## src/rtl/uart_text_pkg.sv

```systemverilog
// Shared types and ASCII constants for the UART text receiver.
// Optional control-code handling is enabled with UART_TEXT_CTRL_EN.
package uart_text_pkg;

    typedef enum logic [2:0] {
        IDLE,
        START,
        DATA,
        STOP,
        WAIT_IDLE
    } rx_state_e;

    localparam logic [7:0] ASCII_SPACE = 8'h20;
    localparam logic [7:0] ASCII_BS    = 8'h08;
    localparam logic [7:0] ASCII_CR    = 8'h0D;
    localparam logic [7:0] ASCII_LF    = 8'h0A;

endpackage

```

## src/rtl/uart_rx_core.sv

```systemverilog
// UART 8N1 deserializer: 2-flop synchronizer, bit FSM, byte/strobe outputs.
// done/data expose the completed byte combinationally for same-edge consumers.
module uart_rx_core
    import uart_text_pkg::*;
#(
    parameter int CLKS_PER_BIT = 1042
) (
    input  logic       clk,
    input  logic       n_rst,
    input  logic       rx,
    output logic [7:0] rx_byte,
    output logic       rx_valid,
    output logic       framing_err,
    output logic       done,
    output logic [7:0] data
);

    localparam int CW = $clog2(CLKS_PER_BIT);
    localparam logic [CW-1:0] LAST = CW'(CLKS_PER_BIT - 1);
    localparam logic [CW-1:0] HALF = CW'(CLKS_PER_BIT / 2 - 1);

    logic          rx_meta;
    logic          rx_s;
    rx_state_e     state_q;
    rx_state_e     state_d;
    logic [CW-1:0] cnt_q;
    logic [CW-1:0] cnt_d;
    logic [2:0]    idx_q;
    logic [2:0]    idx_d;
    logic [7:0]    sh_q;
    logic [7:0]    sh_d;
    logic          ferr;

    // Bring the asynchronous line into the clock domain (idle high).
    always_ff @(posedge clk or negedge n_rst) begin
        if (!n_rst) begin
            rx_meta <= 1'b1;
            rx_s    <= 1'b1;
        end else begin
            rx_meta <= rx;
            rx_s    <= rx_meta;
        end
    end

    // Frame FSM: next state, counters and shift register.
    always_comb begin
        state_d = state_q;
        cnt_d   = cnt_q + 1'b1;
        idx_d   = idx_q;
        sh_d    = sh_q;
        done    = 1'b0;
        ferr    = 1'b0;
        unique case (state_q)
            IDLE: begin
                cnt_d = '0;
                idx_d = '0;
                if (!rx_s) state_d = START;
            end
            START: begin
                if (cnt_q == HALF) begin
                    cnt_d   = '0;
                    state_d = rx_s ? IDLE : DATA;
                end
            end
            DATA: begin
                if (cnt_q == LAST) begin
                    cnt_d = '0;
                    sh_d  = {rx_s, sh_q[7:1]};
                    idx_d = idx_q + 3'd1;
                    if (idx_q == 3'd7) state_d = STOP;
                end
            end
            STOP: begin
                if (cnt_q == LAST) begin
                    cnt_d = '0;
                    if (rx_s) begin
                        done    = 1'b1;
                        state_d = IDLE;
                    end else begin
                        ferr    = 1'b1;
                        state_d = WAIT_IDLE;
                    end
                end
            end
            WAIT_IDLE: begin
                // A held-low line (break) must not turn into 0x00 bytes.
                cnt_d = '0;
                if (rx_s) state_d = IDLE;
            end
            default: state_d = IDLE;
        endcase
    end

    // FSM state and registered byte/strobe outputs.
    always_ff @(posedge clk or negedge n_rst) begin
        if (!n_rst) begin
            state_q     <= IDLE;
            cnt_q       <= '0;
            idx_q       <= '0;
            sh_q        <= '0;
            rx_byte     <= '0;
            rx_valid    <= 1'b0;
            framing_err <= 1'b0;
        end else begin
            state_q     <= state_d;
            cnt_q       <= cnt_d;
            idx_q       <= idx_d;
            sh_q        <= sh_d;
            rx_valid    <= done;
            framing_err <= ferr;
            if (done) rx_byte <= sh_q;
        end
    end

    assign data = sh_q;

endmodule

```

## src/rtl/uart_text_rx.sv

```systemverilog
// UART receiver feeding a scrolling ASCII buffer for the 7-segment displays.
// Define UART_TEXT_CTRL_EN to interpret BS, CR and LF instead of shifting them.
module uart_text_rx
    import uart_text_pkg::*;
#(
    parameter int CLKS_PER_BIT = 1042,
    parameter int NUM_CHARS    = 5
) (
    input  logic                      clk,
    input  logic                      n_rst,
    input  logic                      rx,
    input  logic                      clear,
    output logic [NUM_CHARS-1:0][7:0] chars,
    output logic [7:0]                rx_byte,
    output logic                      rx_valid,
    output logic                      framing_err
);

    logic                      done;
    logic [7:0]                data;
    logic [NUM_CHARS-1:0][7:0] chars_q;
    logic [NUM_CHARS-1:0][7:0] chars_d;

    uart_rx_core #(
        .CLKS_PER_BIT(CLKS_PER_BIT)
    ) u_core (
        .clk        (clk),
        .n_rst      (n_rst),
        .rx         (rx),
        .rx_byte    (rx_byte),
        .rx_valid   (rx_valid),
        .framing_err(framing_err),
        .done       (done),
        .data       (data)
    );

    // Next buffer contents; clear overrides an arriving byte.
    always_comb begin
        chars_d = chars_q;
        if (clear) begin
            chars_d = {NUM_CHARS{ASCII_SPACE}};
        end else if (done) begin
`ifdef UART_TEXT_CTRL_EN
            unique case (1'b1)
                (data == ASCII_BS):
                    chars_d = {ASCII_SPACE, chars_q[NUM_CHARS-1:1]};
                (data == ASCII_CR):
                    chars_d = {NUM_CHARS{ASCII_SPACE}};
                (data == ASCII_LF):
                    chars_d = chars_q;
                default:
                    chars_d = {chars_q[NUM_CHARS-2:0], data};
            endcase
`else
            chars_d = {chars_q[NUM_CHARS-2:0], data};
`endif
        end
    end

    // Character buffer register.
    always_ff @(posedge clk or negedge n_rst) begin
        if (!n_rst) chars_q <= {NUM_CHARS{ASCII_SPACE}};
        else        chars_q <= chars_d;
    end

    assign chars = chars_q;

endmodule

```

## config.mk

```make
export PLATFORM = sky130hd
export DESIGN_NAME = uart_text_rx
export DESIGN_NICKNAME = d
export VERILOG_FILES = /design/src/rtl/uart_text_pkg.sv /design/src/rtl/uart_rx_core.sv /design/src/rtl/uart_text_rx.sv
export SDC_FILE = /design/constraint.sdc
export NUM_CORES = 1
export LEC_CHECK = 0
export ABC_AREA = 1
export BUFFER_PORTS_ARGS = -buffer_cell sky130_fd_sc_hd__buf_2
export CORE_MARGIN = 2
export CORE_UTILIZATION = 30
export CTS_BUF_LIST = sky130_fd_sc_hd__clkbuf_4 sky130_fd_sc_hd__clkbuf_8
export CTS_CLUSTER_DIAMETER = 40
export CTS_CLUSTER_SIZE = 25
export DETAILED_ROUTE_END_ITERATION = 10
export GPL_ROUTABILITY_DRIVEN = 0
export PLACE_DENSITY_LB_ADDON = 0.2
export SYNTH_ARGS = -nofsm -noshare
export SYNTH_HDL_FRONTEND = slang
export SYNTH_SLANG_ARGS = --single-unit
```

## constraint.sdc

```tcl
create_clock -name clk -period 4.1 [get_ports clk]
set_input_delay 0.615 -clock clk [delete_from_list [all_inputs] [get_ports clk]]
set_output_delay 0.615 -clock clk [all_outputs]
set_load 0.03 [all_outputs]
```

-- Word-level counts from Yosys, hierarchy flattened
Cells that the tools add are included.
- register bits: 77
- input bits: 4
- output and inout port bits: 50
- add/subtract/negate cells: 2
- equality and inequality tests: 13
- muxes and demuxes: 22
- reduce and logical (&&, ||, !) cells: 8
- operator list (cell ; count):
    $mux W40 ; 2
    $pmux W11 S3 ; 1
    $mux W3 ; 8
    $mux W11 ; 2
    $pmux W3 S5 ; 1
    $add A11 B1 Y11 const B ; 1
    $eq A11 B10 Y1 const B ; 1
    $eq A11 B11 Y1 const B ; 1
    $ne A2 B1 Y1 const B ; 5
    $eq A3 B2 Y1 const B ; 2
    $eq A3 B3 Y1 const B ; 2
    $mux W1 ; 6
    $pmux W3 S2 ; 1
    $reduce_and A6 Y1 ; 1
    $reduce_and A2 Y1 ; 2
    $reduce_bool A2 Y1 ; 2
    $reduce_or A2 Y1 ; 2
    $add A3 B1 Y3 const B ; 1
    $eq A3 B1 Y1 const B ; 1
    $logic_not A3 Y1 ; 1
    $mux W2 ; 1
    $ne A2 B2 Y1 const B ; 1

-- Logic depth before layout (Yosys ltp)
Gate-level depths: netlist of run 1.
- word-level depth: 5
- depth in mapped cells: 12
- depth with buffers taken out: 9

-- Modules after synthesis
From an unflattened synthesis of run 1, not the netlist that was laid out.
- cell total of the unflattened synthesis: 371
- area total of the unflattened synthesis: 3493.4 sq um
- modules (own cells, without submodules) (module ; instances ; cells each ; area an instance (sq um) ; sequential area each (sq um)):
    uart_rx_core ; 1 ; 197 ; 1795.5 ; 928.4
    uart_text_rx ; 1 ; 174 ; 1697.9 ; 1007.2

-- Worst setup path after synthesis of run 1
OpenSTA, ideal clock, no wires.
- path type: reg2reg
- start point: register u_core.cnt_q[0]
- end point: register chars_q (netlist bit chars[1])
- setup time: 0.117 ns
- arrival time: 1.460 ns
- setup slack: 2.523 ns
- cell stages (with the launch flop): 12
- path buffers: 3
- period minus slack after synthesis: 1.577 ns
- path through: dfrtp_1 > ha_1 > inv_1 > nor2_1 > and2_1 > buf_6 > nand3_4 > buf_6 > inv_4 > buf_12 > nand3_1 > nand2_1
- longest elaborated chain between the ends: 4
- ends and longest elaborated chain (item ; line ; text):
    from (decl) ; uart_rx_core.sv:26 ; logic [CW-1:0] cnt_q;
    from (signal assigned) ; uart_rx_core.sv:106 ; cnt_q <= cnt_d;
    $eq A11 B11 Y1 ; uart_rx_core.sv:74 ; if (cnt_q == LAST) begin
    $mux W1 ; uart_rx_core.sv:74 ;
    $mux W1 ; uart_rx_core.sv:53 ; unique case (state_q)
    via done ; uart_text_rx.sv:19 ; logic done;
    $reduce_bool A2 Y1 (no line) ; n/a ;
    to (signal assigned) ; uart_text_rx.sv:62 ; if (!n_rst) chars_q <= {NUM_CHARS{ASCII_SPACE}};
    to (signal assigned) ; uart_text_rx.sv:63 ; else chars_q <= chars_d;
    to (decl) ; uart_text_rx.sv:21 ; logic [NUM_CHARS-1:0][7:0] chars_q;
The timed path passes the listed nets, and every way through them passes these cells.
A chain may end at the register's enable or synchronous reset.

-- Worst setup path after layout of run 1
- start point: register u_core.cnt_q[1]
- end point: register chars_q (netlist bit chars[2])
- longest elaborated chain between the ends: 4
- ends and longest elaborated chain (item ; line):
    $eq A11 B11 Y1 ; uart_rx_core.sv:74
    $mux W1 ; uart_rx_core.sv:74
    $mux W1 ; uart_rx_core.sv:53
    $reduce_bool A2 Y1 (no line) ; n/a
No other way between the ends.

==> results_dict.tcl, run 1 <==
set metrics [dict create \
    fin_crit_ns 2.42 \
    drc 0 \
    drive_gt1_share_pct 20.3 \
    cp.arrival_ns 2.72 \
    area_growth_pct 13.1 \
    via_per_inst 4.61 \
    hold_class "in2reg" \
    clk_pin_slew_ns 0.08 \
    core-area_um2 11600 \
    maxCapViolCount 0 \
    dp_cells 586 \
    multi_input_area_um2 1330 \
    power_density_nw_per_um2 342 \
    clockBufferDepth 2 \
    rows 39 \
    firstDrtPassIters 4 \
    mostFrequentLayoutCells "104 x nand2_1, 70 x dfrtp_1, 55 x nand3_1, 52 x buf_2, 35 x inv_1" \
    finalWirelength_mm 7.73 \
    setup_viol 0 \
    max_freq_mhz 414 \
    fin_skew_ns 0.00937 \
    synth-seq-cells 77 \
    die_h_um 113 \
    clock_sinks 77 \
    io_pins 54 \
    finalHoldViolations 0 \
    yosysUniqueCellTypes 31 \
    initial_core_util_pct 31.1 \
    cp-end-kind "flip-flop" \
    fp.dieW_um 113 \
    antenna_found_initial 0 \
    ys_seq_area_share_pct 53.9 \
    crit_type "reg2reg" \
    overflow 0 \
    yosys.area.top_type "dfrtp_1" \
    ant_nets 0 \
    seqCellArea_um2 1940 \
    wire_per_inst_um 12.8 \
    synth_top_area_share_pct 48.8 \
    synth_fp_nets 419 \
    holdBufCountCts 0 \
    final_nets 463 \
    p_leak_uw 0.00201 \
    crit_fanout 83 \
    numCtsBuffers 9 \
    dp_hpwl_mm 5.10 \
    startpoint_type "flip-flop" \
    h-tree-depth 3 \
    final_common_cell "nand2_1" \
    required_ns 4.40 \
    reg2reg_slack_ns 1.68 \
    worst_slew_pin_slew_ns 0.988 \
    cts_root_buf "clkbuf_8" \
    vias 2778 \
    yosys_warnings 0 \
    grt_first_pass_wirelength_mm 13.0 \
    synthTopCellsByArea "dfrtp_1 49%, nand2_1 11%, nand3_1 7.7%, dfstp_2 5.1%, o21ai_1 4.7%" \
    io_buffers 53 \
    antenna_cells 0 \
    grt_start_max_net_pins 84 \
    vdd.ir_drop.worst_mv 0.117 \
    netlist_area_um2 3590 \
    rsz0062_at_grt "no" \
    maxSlewHeadroom_pct 34.1 \
    totalNegativeSetupSlack_ns 0 \
    syn_area_per_cell_um2 8.76 \
    grt_util_all_layers_pct 12.8 \
    cts_resized 0 \
    synth_cells 410 \
    min_period_over_period_pct 58.9 \
    die_area_um2 12900 \
    maxSlewViolCount 0 \
    post_cts_buffers 0 \
    layout.cells.non_filler 602 \
    cts_tree "done" \
    outcome "finished clean" \
    clk_latency_ns 0.36 \
    nFillCells 1214 \
    grt_pass1_vias 2540 \
    drt_iter0_drc 167 \
]
power by group:
group	internal [µW]	leakage [µW]	switching, µW	total, µW
Combinational	3.88	0.000866	28.9	32.7
Sequential	762	0.00104	0.993	763
Clock	311	0.000107	283	594
Total	1080	0.00201	313	1390
per-layer routing:
layer  GRT usage (%)  part of all wire [%]  up-vias
li1                -                     -     1412
met1            17.9                    50     1299
met2            18.6                    44       57
met3            4.36                   4.6       10
met4            3.90                   1.2        0
met5               0                     0        -
through the flow:
stage	hold slack (ns)	util, %	cell area [µm²]	worst slack [ns]	total power (µW)
after global placement	0.347	33.4	3860	1.71	812
after floorplan	0.319	-	3590	2.52	792
after CTS	0.338	35.1	4060	1.64	1410
after detailed placement	0.347	33.4	3860	1.66	812
after global routing	0.327	35.1	4060	1.40	1450
final	0.352	35.1	4060	1.68	1390
critical path, stage by stage, from the launching register on:
cell     delay [ns]
dfrtp_1        0.42
inv_1          0.09
ha_1           0.14
inv_1          0.05
nor2_1         0.11
and2_1         0.27
nand3_4        0.68
inv_4          0.39
nand3_1        0.11
nand2_1        0.09
state kept, by name, indices dropped and copies added, names as in the netlist:
register / count
u_core.framing_err: 1
u_core.data: 8
chars: 40
u_core.idx_q: 3
u_core.rx_byte: 8
u_core.rx_meta: 1
u_core.rx_s: 1
u_core.cnt_q: 11
u_core.state_q: 3
u_core.rx_valid: 1
synth_stat cells:
master and number:
a21oi_1 1, and2_1 1, buf_1 4, buf_12 1, buf_2 2, buf_4 1
buf_6 11, clkbuf_1 2, dfrtp_1 70, dfstp_2 7, ha_1 5, inv_1 35
inv_2 2, inv_4 1, nand2_1 104, nand2_2 2, nand3_1 55, nand3_2 3
nand3_4 1, nand3b_1 1, nand4_1 9, nor2_1 30, nor2_2 2, nor2_4 3
nor3_1 4, o21ai_0 13, o21ai_1 34, o21ai_2 1, or2_2 1, xnor2_1 1
xor2_1 3
layout make-up:
type                    instances  area share (%)
well taps                     143            4.40
multi-input cells             274            32.7
repair buffers                 54            6.77
clock buffers                  12            3.76
clock inverters                 4            1.20
flip-flops and latches         77            47.6
inverters                      38            3.57
cell families (layout without fill, tap and decap cells):
logic type,count (synthesis),after routing,share of synthesized area [%]
and+or+nand+nor,216,216,27.3
DFF,77,77,53.9
buffers and inverters,59,108,9.16
AOI/OAI and AO/OA,49,49,6.93
adders and majority gates,5,5,1.74
xor gates and xnor gates,4,4,0.975
path summary, 6_finish.rpt:
kind,from,to,cells past startpoint
max,u_core.cnt_q[1]$_DFF_PN0_,chars[2]$_DFFE_PN0P_,9
min,rx,u_core.rx_meta$_DFF_PN1_,1
max reg2reg,u_core.cnt_q[1]$_DFF_PN0_,chars[2]$_DFFE_PN0P_,9
min reg2reg,u_core.rx_meta$_DFF_PN1_,u_core.rx_s$_DFF_PN1_,0
max in group asynchronous,n_rst,u_core.cnt_q[10]$_DFF_PN0_,1
min in group asynchronous,n_rst,chars[11]$_DFFE_PN0P_,1
No activity file was read; power rests on OpenSTA's default activity.
==> inputs of run 2 (changes only) <==
--- a/config.mk
+++ b/config.mk
@@ -5,7 +5,7 @@
 export SDC_FILE = /design/constraint.sdc
 export NUM_CORES = 1
 export LEC_CHECK = 0
-export ABC_AREA = 1
+export ABC_AREA = 0
 export BUFFER_PORTS_ARGS = -buffer_cell sky130_fd_sc_hd__buf_2
 export CORE_MARGIN = 2
 export CORE_UTILIZATION = 30
==> constraint.sdc (replaced) <==
create_clock -name clk -period 2.1 [get_ports clk]
set_input_delay 0.315 -clock clk [delete_from_list [all_inputs] [get_ports clk]]
set_output_delay 0.315 -clock clk [all_outputs]
set_load 0.03 [all_outputs]
==> run 2 against run 1 <==
Compared with the run above: non-clock buffer count is 14 higher; critical path type unchanged; routed wire length fell by 9.0%; hold slack worse by 0.30 ns; highest routed layer unchanged; synthesized cell count down 22%; largest power group unchanged; clock power grew 110%; worst setup slack worse by 1.5 ns; count of clock-buffer cells in the layout shrank 3.
==> results_dict.tcl, run 2 <==
set metrics [dict create \
    outcome "finished clean" \
    clk_pin_slew_ns 0.08 \
    rsz0062_at_grt "no" \
    initial_core_util_pct 31.2 \
    r2r_start "u_core.cnt_q[7]$_DFF_PN0_" \
    cts_root_buf "clkbuf_8" \
    grt_start_max_net_pins 44 \
    whs_ns 0.0523 \
    wire_per_inst_um 13.5 \
    antenna_cells 0 \
    synth_cells 319 \
    rows 37 \
    ys_seq_area_share_pct 59.9 \
    h-tree-depth 3 \
    max_freq_mhz 521 \
    fin_skew_ns 0.0101 \
    clk_latency_ns 0.36 \
    totalNegativeSetupSlack_ns 0 \
    area_growth_pct 22.3 \
    drive_gt1_share_pct 27.3 \
    post_cts_buffers 0 \
    hold_class "in2reg" \
    yosysUniqueCellTypes 38 \
    crit_fanout 4 \
    layout.cells.non_filler 521 \
    cp-end-kind "flip-flop" \
    die_h_um 108 \
    synthArstFlopShare_pct 100 \
    die_area_um2 11600 \
    cp.arrival_ns 2.16 \
    ant_nets 0 \
    yosysMostFrequentCell "nand2_1" \
    power_density_nw_per_um2 699 \
    worst_slew_pin_slew_ns 0.460 \
    clock_sinks 77 \
    ys.flop_type "dfrtp_1" \
    p_leak_uw 0.00194 \
    finalHoldViolations 0 \
    antenna_found_initial 0 \
    syn_area_per_cell_um2 10.1 \
    dp_cells 505 \
    synth_common_cells "93 x nand2_1, 70 x dfrtp_1, 37 x a21oi_1" \
    vias 2412 \
    grt_pass1_vias 2309 \
    drt_iter0_drc 145 \
    synthTopCellsByArea "dfrtp_1 54%, nand2_1 11%, a21oi_1 5.7%, dfstp_2 5.7%, mux2_2 3.1%" \
    core-area_um2 10400 \
    synth_fp_nets 328 \
    finalWirelength_mm 7.04 \
    setup.worst_path.start "u_core.cnt_q[7]$_DFF_PN0_" \
    synth-seq-cells 77 \
    overflow 0 \
    yosys_warnings 0 \
    numCtsBuffers 9 \
    clockBufferDepth 2 \
    via_per_inst 4.63 \
    cts_tree "done" \
    firstDrtPassIters 5 \
    io_buffers 53 \
    netlist_area_um2 3230 \
    setup_viol 0 \
    vdd.ir_drop.worst_mv 0.314 \
    reg2reg_slack_ns 0.18 \
    largest_reg_flops 40 \
    final_nets 390 \
    mostFrequentLayoutCells "93 x nand2_1, 70 x dfrtp_1, 52 x buf_2, 37 x a21oi_1, 19 x nor2_1" \
    maxSlewHeadroom_pct 69.0 \
    min_from "rx" \
    final_common_cell "nand2_1" \
    min_period_over_period_pct 91.4 \
    dp_hpwl_mm 4.74 \
    yosys.area.top_type "dfrtp_1" \
    io_pins 54 \
    synth_top_area_share_pct 54.2 \
    grt_util_all_layers_pct 13.0 \
    grt_first_pass_wirelength_mm 11.6 \
    drc 0 \
    crit_type "reg2reg" \
    maxSlewViolCount 0 \
    fp.dieW_um 108 \
    maxCapViolCount 0 \
    startpoint_type "flip-flop" \
    fin_crit_ns 1.92 \
    synth-edff-count 0 \
    required_ns 2.34 \
]
run 2: cell types whose count changed in the layout (fill, tap and decap cells not counted), sizes merged, moves of 16 or more:
cell	change
a21oi	+36
nor2	-16
o21ai	-46
inv	-32
nand3	-55
run 2: metrics by stage:
step	worst slack, ns	util (%)	total power, µW	cell area [µm²]
global route	0.105	38.1	2870	3950
global placement	0.207	36.0	1570	3730
detailed placement	0.192	36.0	1570	3730
CTS	0.179	38.1	2810	3950
finish	0.181	38.1	2760	3950
floorplan	0.157	-	1530	3230
run 2: worst max-delay path: stages, from the launching register on:
cell	delay, ns
dfrtp_1	0.43
or4_4	0.53
or3_4	0.42
mux2_2	0.27
a22o_1	0.17
run 2: final timing paths:
| path | end | cells after the start |
|---|---|---|
| min in group asynchronous | u_core.cnt_q[3]$_DFF_PN0_ | 2 |
| max reg2reg | u_core.idx_q[0]$_DFFE_PN0P_ | 4 |
| max in group asynchronous | chars[21]$_DFFE_PN1P_ | 3 |
| max | u_core.idx_q[0]$_DFFE_PN0P_ | 4 |
| min | u_core.rx_meta$_DFF_PN1_ | 1 |
| min reg2reg | u_core.rx_s$_DFF_PN1_ | 0 |
run 2: cells by family after synthesis:
kind of cell             Yosys count  share of synthesized area, %
buffers and inverters             22                          2.71
XOR/XNOR                           9                          2.44
multiplexers                       9                          3.14
flip-flops                        77                          59.9
AND/OR/NAND/NOR                  148                          21.1
AO/OA/AOI/OAI                     49                          8.71
adder cells (fa/ha/maj)            5                          1.94
run 2: final cells by class:
type	count	area, µm²
clock buffers	9	124
clock inverters	6	87.6
fillers	1077	6420
inverters	5	18.8
multi-input cells	220	1210
flip-flops and latches	77	1940
well taps	136	170
repair buffers	68	408
run 2: layer usage:
layer | wire length (µm) | GRT usage (%) | up-vias | share of wire [%]
met5 | 0 | 0 | - | 0
met4 | 168 | 7.14 | 0 | 2.4
met3 | 223 | 2.60 | 14 | 3.2
met2 | 3230 | 19.6 | 39 | 46
met1 | 3410 | 17.4 | 1163 | 49
li1 | - | - | 1196 | -
run 2: what timing repair did:
action | 4_1_cts | 5_1_grt
hold buffers | 1 | 0
resized for setup | 0 | 0
endpoints found under the hold margin | 31 | 0
run 2: power breakdown:
part / internal [µW] / switching (µW)
logic: 11.1 / 43.3
registers: 1490 / 2.25
clock network: 665 / 557
total: 2160 / 602
==> inputs of run 3 (changes only) <==
--- a/config.mk
+++ b/config.mk
@@ -14,7 +14,6 @@
 export CTS_CLUSTER_SIZE = 25
 export DETAILED_ROUTE_END_ITERATION = 10
 export GPL_ROUTABILITY_DRIVEN = 0
-export PLACE_DENSITY_LB_ADDON = 0.2
 export SYNTH_ARGS = -nofsm -noshare
 export SYNTH_HDL_FRONTEND = slang
 export SYNTH_SLANG_ARGS = --single-unit
==> run 3 against run 2 <==
Compared with the run above: critical path depth did not move; core utilization rose by 0.17 points; sequential power barely moved; sequential share of layout area fell by 0.22 points; critical path type unchanged; largest power group unchanged; highest routed layer unchanged.
==> results_dict.tcl, run 3 (synthesis results as in run 2) <==
set metrics [dict create \
    die_area_um2 11600 \
    ant_nets 0 \
    intPower_uw 2200 \
    io_buffers 53 \
    outcome "finished clean" \
    p_leak_uw 0.00195 \
    worst_slew_pin_slew_ns 0.535 \
    final_nets 393 \
    drive_gt1_share_pct 27.8 \
    grt_pass1_vias 2422 \
    clk_pin_slew_ns 0.08 \
    area_growth_pct 22.9 \
    fin_crit_ns 1.93 \
    power_uw 2790 \
    vdd.ir_drop.worst_mv 0.265 \
    hold_class "in2reg" \
    grt_start_max_net_pins 29 \
    h-tree-depth 3 \
    core-area_um2 10400 \
    fin_skew_ns 0.0107 \
    numCtsBuffers 9 \
    power_density_nw_per_um2 704 \
    die_h_um 108 \
    clock_sinks 77 \
    p_sw_uw 589 \
    via_per_inst 4.67 \
    maxSlewHeadroom_pct 64.4 \
    cts_tree "done" \
    r2r_start "u_core.cnt_q[7]$_DFF_PN0_" \
    required_ns 2.34 \
    fp.dieW_um 108 \
    reg2reg_slack_ns 0.17 \
    grt_util_all_layers_pct 13.6 \
    mostFrequentLayoutCells "93 x nand2_1, 70 x dfrtp_1, 52 x buf_2, 37 x a21oi_1, 19 x nor2_1" \
    clockBufferDepth 2 \
    antenna_found_initial 0 \
    rr_endpoint "u_core.idx_q[0]$_DFFE_PN0P_" \
    grt_first_pass_wirelength_mm 12.2 \
    min_from "rx" \
    largest_reg_flops 40 \
    dp_hpwl_mm 5.00 \
    rows 37 \
    totalNegativeSetupSlack_ns 0 \
    holdPathStages 1 \
    setup_viol 0 \
    firstDrtPassIters 4 \
    finalHoldViolations 0 \
    wire_per_inst_um 13.9 \
    cp-end-kind "flip-flop" \
    max_freq_mhz 518 \
    maxCapViolCount 0 \
    post_cts_buffers 0 \
    cts_root_buf "clkbuf_8" \
    combPwrFrac_pct 1.9 \
    vias 2447 \
    drt_iter0_drc 121 \
    startpoint_type "flip-flop" \
    pwr-share-clk_pct 44.8 \
    swShare_pct 21.1 \
    final_common_cell "nand2_1" \
    maxSlewViolCount 0 \
    rsz0062_at_grt "no" \
    clk_latency_ns 0.35 \
    p_seq_share_pct 53.3 \
    io_pins 54 \
    overflow 0 \
    antenna_cells 0 \
    initial_core_util_pct 31.2 \
    drc 0 \
    crit_fanout 4 \
    crit_type "reg2reg" \
    cp.arrival_ns 2.17 \
    worstRegToRegCells 4 \
    finalWirelength_mm 7.31 \
    holdPathEnd "u_core.rx_meta$_DFF_PN1_" \
    min_period_over_period_pct 92.0 \
    cts_resized 0 \
]
==> run 3: layout make-up <==
type | count | area (µm²)
tap | 136 | 170
clock inverter | 4 | 73.8
clock buffer | 11 | 145
multi-input combinational | 220 | 1210
timing repair buffer | 71 | 418
inverter | 5 | 18.8
fill | 1056 | 6400
sequential | 77 | 1940
==> run 3: routing by layer <==
layer / GRT usage [%] / up-vias / wire (µm)
li1: - / 1204 / -
met2: 19.4 / 47 / 3160
met3: 3.03 / 18 / 297
met4: 8.06 / 0 / 242
met5: 0 / - / 0
met1: 18.6 / 1178 / 3610
==> run 3: critical path, cell delays in order, from the launching register on <==
cell	delay [ns]
dfrtp_1	0.43
or4_4	0.53
or3_4	0.42
mux2_2	0.27
a22o_1	0.17
==> run 3: worst max-delay path by stage <==
| stage | to | from | slack (ns) | cells after the start |
|---|---|---|---|---|
| final | u_core.idx_q[0]$_DFFE_PN0P_ | u_core.cnt_q[7]$_DFF_PN0_ | 0.17 | 4 |
| after global routing | u_core.idx_q[0]$_DFFE_PN0P_ | u_core.cnt_q[1]$_DFF_PN0_ | 0.02 | 6 |
| after CTS | u_core.idx_q[0]$_DFFE_PN0P_ | u_core.cnt_q[7]$_DFF_PN0_ | 0.16 | 4 |
| after detailed placement | u_core.state_q[0]$_DFFE_PN0P_ | u_core.cnt_q[1]$_DFF_PN0_ | 0.17 | 7 |
| after global placement | u_core.idx_q[0]$_DFFE_PN0P_ | u_core.cnt_q[2]$_DFF_PN0_ | 0.21 | 4 |
| after floorplan | u_core.data[0]$_DFFE_PN0P_ | u_core.cnt_q[2]$_DFF_PN0_ | 0.16 | 3 |
==> run 3: timing repair <==
action,4_1_cts,5_1_grt
hold buffers,1,0
hold endpoints to repair,20,0
endpoints found under the setup margin,0,0
==> run 3: power by group through the flow <==
stage	combinational (µW)	clock (µW)	sequential [µW]
3_3_place_gp	53.9	0	1520
6_report	54.0	1250	1490
3_5_place_dp	55.2	0	1520
4_1_cts	57.1	1290	1490
5_1_grt	63.2	1350	1490
2_1_floorplan	12.5	0	1520
==> run 3: stage by stage <==
stage | worst slack, ns | std cells | hold WS [ns] | instance area (µm²) | utilization, %
after floorplan | 0.157 | 319 | 0.0194 | 3230 | -
after global placement | 0.209 | 508 | 0.245 | 3740 | 36.1
after detailed placement | 0.168 | 508 | 0.252 | 3740 | 36.1
after CTS | 0.157 | 524 | 0.0408 | 3970 | 38.3
after global routing | 0.0205 | 524 | 0.0401 | 3970 | 38.3
final | 0.168 | 524 | 0.0624 | 3970 | 38.3
